[src/rtl/sobel_edge_3x3.sv]
// Sobel edge detector on a 3x3 window stream.
// Three-stage pipeline: partial sums, absolute gradients, magnitude/threshold plus framing.
// No stall and no backpressure. One pixel per clock with a fixed latency of 3.
module sobel_edge_3x3 #(
  parameter logic [11:0] H_DISP   = 12'd640,
  parameter logic [11:0] V_DISP   = 12'd480,
  parameter logic        OUT_MODE = 1'b0     // 0: binary against thresh, 1: saturated magnitude
) (
  input  logic        clk,
  input  logic        rst_n,
  input  logic        matrix_vld,
  input  logic [7:0]  matrix_11,
  input  logic [7:0]  matrix_12,
  input  logic [7:0]  matrix_13,
  input  logic [7:0]  matrix_21,
  input  logic [7:0]  matrix_22,
  input  logic [7:0]  matrix_23,
  input  logic [7:0]  matrix_31,
  input  logic [7:0]  matrix_32,
  input  logic [7:0]  matrix_33,
  input  logic [10:0] thresh,
  output logic        dout_vld,
  output logic [7:0]  dout,
  output logic        dout_sof,
  output logic        dout_eol,
  output logic        dout_eof
);

  // Valid pipe: bit 2 is the output valid.
  logic [2:0]  r_vld;

  // Stage 1 partial sums (max 1020 each).
  logic [9:0]  w_px, w_nx, w_py, w_ny;
  logic [9:0]  r_px, r_nx, r_py, r_ny;

  // Stage 2 absolute gradients.
  logic [9:0]  w_gx, w_gy;
  logic [9:0]  r_gx, r_gy;

  // Stage 3 magnitude, output pixel and framing.
  logic [10:0] w_g;
  logic [7:0]  w_pix;
  logic [7:0]  r_dout;
  logic        r_sof, r_eol, r_eof;
  logic [11:0] r_col, r_row;
  logic        w_col_last, w_row_last;

  // matrix_22 carries no weight in either kernel.
  logic        w_unused;
  assign w_unused = ^matrix_22;

  assign w_px = {2'b00, matrix_13} + {1'b0, matrix_23, 1'b0} + {2'b00, matrix_33};
  assign w_nx = {2'b00, matrix_11} + {1'b0, matrix_21, 1'b0} + {2'b00, matrix_31};
  assign w_py = {2'b00, matrix_31} + {1'b0, matrix_32, 1'b0} + {2'b00, matrix_33};
  assign w_ny = {2'b00, matrix_11} + {1'b0, matrix_12, 1'b0} + {2'b00, matrix_13};

  // Compare-and-subtract keeps everything unsigned.
  assign w_gx = (r_px >= r_nx) ? (r_px - r_nx) : (r_nx - r_px);
  assign w_gy = (r_py >= r_ny) ? (r_py - r_ny) : (r_ny - r_py);

  assign w_g = {1'b0, r_gx} + {1'b0, r_gy};

  assign w_col_last = (r_col == H_DISP - 12'd1);
  assign w_row_last = (r_row == V_DISP - 12'd1);

  // Output pixel selection; thresh is sampled here, in stage 3.
  always_comb begin
    w_pix = 8'd0;
    if (OUT_MODE) begin
      w_pix = (w_g > 11'd255) ? 8'd255 : w_g[7:0];
    end else begin
      w_pix = (w_g >= thresh) ? 8'd255 : 8'd0;
    end
  end

  // Valid pipe shifts every clock so input gaps reappear unchanged at the output.
  always_ff @(posedge clk or negedge rst_n) begin
    if (!rst_n) begin
      r_vld <= 3'b000;
    end else begin
      r_vld <= {r_vld[1:0], matrix_vld};
    end
  end

  // Stages 1 and 2 datapath registers; they advance every clock.
  always_ff @(posedge clk or negedge rst_n) begin
    if (!rst_n) begin
      r_px <= '0;
      r_nx <= '0;
      r_py <= '0;
      r_ny <= '0;
      r_gx <= '0;
      r_gy <= '0;
    end else begin
      r_px <= w_px;
      r_nx <= w_nx;
      r_py <= w_py;
      r_ny <= w_ny;
      r_gx <= w_gx;
      r_gy <= w_gy;
    end
  end

  // Stage 3: pixel holds when idle; flags are decoded from the counters before they advance.
  always_ff @(posedge clk or negedge rst_n) begin
    if (!rst_n) begin
      r_dout <= 8'd0;
      r_sof  <= 1'b0;
      r_eol  <= 1'b0;
      r_eof  <= 1'b0;
      r_col  <= 12'd0;
      r_row  <= 12'd0;
    end else if (r_vld[1]) begin
      r_dout <= w_pix;
      r_sof  <= (r_col == 12'd0) && (r_row == 12'd0);
      r_eol  <= w_col_last;
      r_eof  <= w_col_last && w_row_last;
      if (w_col_last) begin
        r_col <= 12'd0;
        r_row <= w_row_last ? 12'd0 : r_row + 12'd1;
      end else begin
        r_col <= r_col + 12'd1;
      end
    end else begin
      r_sof <= 1'b0;
      r_eol <= 1'b0;
      r_eof <= 1'b0;
    end
  end

  assign dout_vld = r_vld[2];
  assign dout     = r_dout;
  assign dout_sof = r_sof;
  assign dout_eol = r_eol;
  assign dout_eof = r_eof;

endmodule

[config.mk]
export PLATFORM = sky130hd
export DESIGN_NAME = sobel_edge_3x3
export DESIGN_NICKNAME = d
export VERILOG_FILES = /design/src/rtl/sobel_edge_3x3.sv
export SDC_FILE = /design/constraint.sdc
export NUM_CORES = 1
export LEC_CHECK = 0
export ABC_AREA = 1
export CAP_MARGIN = 20
export CORE_ASPECT_RATIO = 0.8
export CORE_UTILIZATION = 35
export DETAILED_ROUTE_END_ITERATION = 16
export GPL_TIMING_DRIVEN = 0
export SLEW_MARGIN = 20
export SYNTH_ARGS = -nofsm -noshare
export SYNTH_HDL_FRONTEND = slang
export SYNTH_SLANG_ARGS = --single-unit
[constraint.sdc]
create_clock -name clk -period 2.22 [get_ports clk]
set_input_delay 0.444 -clock clk [delete_from_list [all_inputs] [get_ports clk]]
set_output_delay 0.444 -clock clk [all_outputs]
set_load 0.01 [all_outputs]
Word-level counts from Yosys, hierarchy flattened
Index checks and enable logic that the tools add are counted.

Bits in registers: 98. Input bits: 86. Word-level logic and storage cells: 46.

$add $sub $neg: 15. Order comparisons: 3. Eq/ne operators: 2. Mux-type cells: 8. Reductions and logical operators: 5.

Operator list (number): $add A10 B8 Y10 (4); $add A8 B9 Y10 (4); $sub A10 B10 Y10 (4); $add A12 B1 Y12 const B (2); $logic_not A12 Y1 (2); $mux W12 (2); $ge A10 B10 Y1 (2); $mux W10 (2); $eq A12 B10 Y1 const B (1); $eq A12 B9 Y1 const B (1); $add A10 B10 Y11 (1); $ge A11 B11 Y1 (1); $mux W8 (1); $mux W1 (3); $logic_and A1 B1 Y1 (2); $reduce_and A2 Y1 (1).

Depth between registers and ports, before layout
Depth after elaboration: 3. Gate-level depth with buffers: 18.

Worst setup path after synthesis
Ideal clock, no wire load.

Path type: reg2reg. Start: register r_gx[0]. End: register r_dout[6] (netlist: dout[6]). Library setup time: 123 ps. Arrival: 2288 ps. Data required time: 2097 ps. Setup slack: -191 ps. Cell stages (with the launch flop): 17. Path buffers: 0. Clock period less this slack: 2411 ps. Cell sequence: dfrtp_1 > ha_1 > inv_1 > fa_1 > nand3b_1 > nand2_1 > nand4_1 > nand2_1 > xor2_1 > ha_1 > nand2_1 > nor2_1 > and2_1 > nand2_1 > nand3_1 > o21ai_0 > nand2_1.

Word-level cells in the longest chain between the ends: 3.

RTL lines: start, declared (RTL line 38) `logic [9:0] r_gx, r_gy;`; start signal, assigned (RTL line 99) `r_gx <= w_gx;`; $add A10 B10 Y11 (RTL line 61) `assign w_g = {1'b0, r_gx} + {1'b0, r_gy};`; $ge A11 B11 Y1 (RTL line 72) `w_pix = (w_g >= thresh) ? 8'd255 : 8'd0;`; $mux W8 (RTL line 72); end signal, assigned (RTL line 114) `r_dout <= w_pix;`; end, declared (RTL line 43) `logic [7:0] r_dout;`.

No other way between the ends. A chain may end at the register's enable or synchronous reset.

Worst setup path after layout
Start: register r_gy[0]. End: register r_dout[6] (netlist: dout[6]).

Word-level cells in the longest chain between the ends: 3.

RTL lines: start, declared (RTL line 38); start signal, assigned (RTL line 100) `r_gy <= w_gy;`; $add A10 B10 Y11 (RTL line 61); $ge A11 B11 Y1 (RTL line 72); $mux W8 (RTL line 72).

No other way between the ends.

==> flow_summary.json <==
{
  "layout-drive-gt1-share_pct": 10.7,
  "drtIter0Drc": 355,
  "place_area_sq_um": 9380,
  "dr.pass1.iters": 7,
  "powerDensity_nw_per_um2": 1200,
  "switching_share_pct": 47.3,
  "fin_crit_sh_pct": 114,
  "status": "complete, but fails checks",
  "hold_path_depth": 0,
  "syn-num-nets": 1274,
  "total_power_uw": 12000,
  "ioPinCount": 98,
  "cts_root_buffer": "clkbuf_16",
  "rr_endpoint": "dout[6]",
  "setup_ws_ns": -0.310,
  "h-tree-depth": 3,
  "syn_area_per_cell_sq_um": 7.67,
  "finClkSkew_ns": 0.00533,
  "cpMaxStageDelayCell": "dfrtp_1",
  "finalSetupViolations": 1,
  "ir_worst_vdd_v": 0.000589,
  "dp.cells": 1448,
  "ys_warn_count": 0,
  "pwr-share-clk_pct": 13.1,
  "cp.required_ns": 2.46,
  "ant_nets": 0,
  "io_buffers": 89,
  "combPwrFrac_pct": 66.2,
  "pwr-share-seq_pct": 20.6,
  "synth_fa_ha_area_share_pct": 24.5,
  "antenna_found_initial": 5,
  "syn2layout_area_growth_pct": 24.7,
  "setup.worst_path.start_class": "register",
  "grt_usage_pct": 16.2,
  "grt_pass1_vias": 6166,
  "worst_slew_pin_slew_ns": 0.508,
  "numCtsBuffers": 9,
  "layout.nets": 1387,
  "synth_xor_area_share_pct": 5.10,
  "p_int_uw": 6350,
  "cp_common_cell": "nand2_1",
  "arrival_ns": 2.77,
  "hold_class": "register to register",
  "synthCells": 1052,
  "yosysSeqAreaShare_pct": 28.2,
  "clockBufferDepth": 2,
  "slew_headroom_pct": 65.8,
  "reg2reg_depth": 16,
  "die_h_um": 138,
  "worst-setup-path-type": "register to register",
  "synthSimpleGateAreaFrac_pct": 25.1,
  "overflow": 0,
  "num-fill-cells": 2282,
  "synth-compound-area-share_pct": 6.77,
  "hpwl_mm": 15.1,
  "wl_mm": 17.9,
  "violations": "setup timing",
  "clkSlewWorstSetupHoldPaths_ns": 0.07,
  "tritoncts": "done",
  "critPathTopFamily": "simple AND/OR/NAND/NOR gates",
  "max_freq_ghz": 0.395,
  "yosys.area.top_type_share_pct": 28.2,
  "cp_num_buf_inv": 1,
  "critPathMaxStageDelay_ns": 0.39,
  "row_count": 49,
  "yosysUniqueCellTypes": 35,
  "period_minus_slack_ns": 2.53,
  "gp_congestion": 0.879,
  "cts_sinks": 91,
  "start_util_pct": 35.8,
  "synth_top_cell_by_area": "dfrtp_1",
  "core_sq_um": 22600,
  "ys_ff_latch": 91,
  "netlist_area_sq_um": 8070,
  "rsz0062_at_grt": "true",
  "final_cell_area_sq_um": 10100,
  "final_hold_viol_count": 0,
  "cp_max_fo": 3,
  "synth_area_leaders": "dfrtp_1 28%, ha_1 15%, nand2_1 14%",
  "muxShareOfSynthArea_pct": 0,
  "viasPerCell": 4.47,
  "cp-end-kind": "register",
  "grt_first_pass_wirelength_mm": 29.8,
  "stdcell_count": 1480,
  "synth_ff_type": "dfrtp_1",
  "crit_chain": "ha_4 -> inv_2 -> fa_2 -> nand3b_1 -> nand2_2 -> nand4_1 -> nand2_2 -> xor2_1 -> ha_1 -> nand2_1 -> nor2_1 -> and2_1 -> nand2_1 -> nand3_2 -> o21ai_2 -> nand2_1",
  "wl_per_cell_um": 12.1,
  "die_area_sq_um": 23700,
  "slew_violations": 0,
  "synthTopCellsByCount": "311 x nand2_1, 181 x inv_1, 99 x ha_1",
  "drv_cap": 0,
  "synth_top_family_by_area": "simple AND/OR/NAND/NOR gates",
  "min_from": "r_vld[0]",
  "reg2reg_from": "r_gy[0]",
  "p_leak_uw": 0.00527,
  "rrSetupSlack_ns": -0.31,
  "hold_end": "r_vld[1]",
  "yosysMostFrequentCell": "nand2_1",
  "route.vias.total": 6618,
  "async_reset_ff_share_pct": 100,
  "drc_errors": 0,
  "die_width_um": 172,
  "grt_max_degree": 54,
  "insertion_delay_ns": 0.35,
  "synth_edf_count": 0,
  "final_util_pct": 44.6,
  "p_sw_uw": 5690
}
layout make-up:
class,count,area [sq um],area share (%)
inverters,185,694,6.90
repair buffers,102,1020,10.1
flip-flops and latches,91,2280,22.6
clock buffers,10,239,2.37
plain buffers,19,138,1.37
multi-input cells,757,5240,52.0
well taps,306,383,3.80
clock inverters,6,71.3,0.708
diodes,4,10.0,0.0994
how the worst max path moves through the flow:
| stage | start | cells past startpoint | to | slack (ns) |
|---|---|---|---|---|
| after floorplan | r_gx[0] | 16 | dout[6] | -0.12 |
| after global placement | rst_n | 1 | r_px[8] | -2.67 |
| after detailed placement | matrix_11[1] | 9 | r_ny[7] | -0.84 |
| after CTS | r_gy[0] | 16 | dout[6] | -0.34 |
| after global routing | r_gy[0] | 16 | dout[6] | -0.47 |
| final | r_gy[0] | 16 | dout[6] | -0.31 |
worst reg2reg max path: cells and delay by family (launching register included):
kind | cells | cell delay (ns)
adder cells (fa/ha/maj) | 3 | 0.77
AO/OA/AOI/OAI | 1 | 0.12
flip-flops | 1 | 0.39
AND/OR/NAND/NOR | 10 | 0.93
buffers and inverters | 1 | 0.04
XOR/XNOR | 1 | 0.16
registers in the layout, summed over array words and instances (netlist names), 3 cells and up:
register	flops
r_nx	10
r_px	10
r_gy	10
r_row	12
r_col	12
r_ny	10
r_vld	3
r_py	10
r_gx	10
metal layers:
metal	global-route usage [%]	vias up	share of wire (%)	wire length, um
met2	23.9	152	41	7300
met1	23.7	2914	53	9440
li1	-	3532	-	-
met4	3.24	2	0.93	167
met3	3.96	18	5.4	967
met5	0	-	0.073	13
cell usage in the layout, fill, tap and decap left out, types with 4 or more instances in the layout:
master | synthesis | layout
nor4_1 | 4 | 4
clkdlybuf4s50_1 | 0 | 63
inv_2 | 4 | 7
xor2_1 | 36 | 34
diode_2 | 0 | 4
o21ai_1 | 6 | 6
nor2_1 | 44 | 44
ha_1 | 99 | 80
nand2_1 | 311 | 304
nand2_2 | 5 | 12
clkbuf_2 | 3 | 4
nor3_1 | 11 | 11
nor2_4 | 4 | 4
fa_1 | 37 | 32
nand3_1 | 63 | 62
ha_4 | 0 | 11
dlymetal6s2s_1 | 0 | 11
a21oi_1 | 48 | 43
buf_4 | 12 | 23
dfrtp_1 | 91 | 91
nand4_1 | 20 | 20
a21o_1 | 4 | 4
nor2_2 | 7 | 7
or2_2 | 4 | 4
xnor2_1 | 11 | 11
clkbuf_16 | 0 | 9
o211ai_1 | 6 | 6
fa_2 | 0 | 5
o21ai_0 | 20 | 16
ha_2 | 0 | 8
a21oi_2 | 2 | 7
dlygate4sd2_1 | 0 | 13
inv_1 | 181 | 178
logic make-up after synthesis:
logic type	Yosys count
flip-flops	91
XOR/XNOR	47
buffers and inverters	204
AO/OA/AOI/OAI	97
adder cells (fa/ha/maj)	136
AND/OR/NAND/NOR	477
power groups by stage:
| stage | clock [uW] | sequential (uW) | combinational [uW] |
|---|---|---|---|
| finish | 1580 | 2490 | 7970 |
| global route | 1720 | 2540 | 9250 |
| CTS | 1630 | 2490 | 7800 |
| detailed placement | 0 | 2520 | 7640 |
| global placement | 0 | 2510 | 7540 |
| floorplan | 0 | 2410 | 5900 |
repair_timing:
item	in CTS	in global routing
resized for setup	39	41
setup buffers	4	7
endpoints found under the hold margin	14	0
hold buffers	1	0
gates cloned	0	0
pin swaps	9	21
endpoints found under the setup margin	16	12
through the flow:
step	setup WS (ns)	hold slack, ns	TNS [ns]
4_1_cts	-0.344	0.362	-0.347
5_1_grt	-0.473	0.364	-0.495
2_1_floorplan	-0.125	0.148	-0.125
3_3_place_gp	-2.67	0.334	-256.38
6_report	-0.310	0.359	-0.310
3_5_place_dp	-0.838	0.340	-13.85
Note: power is estimated with default switching activity, not from simulation.
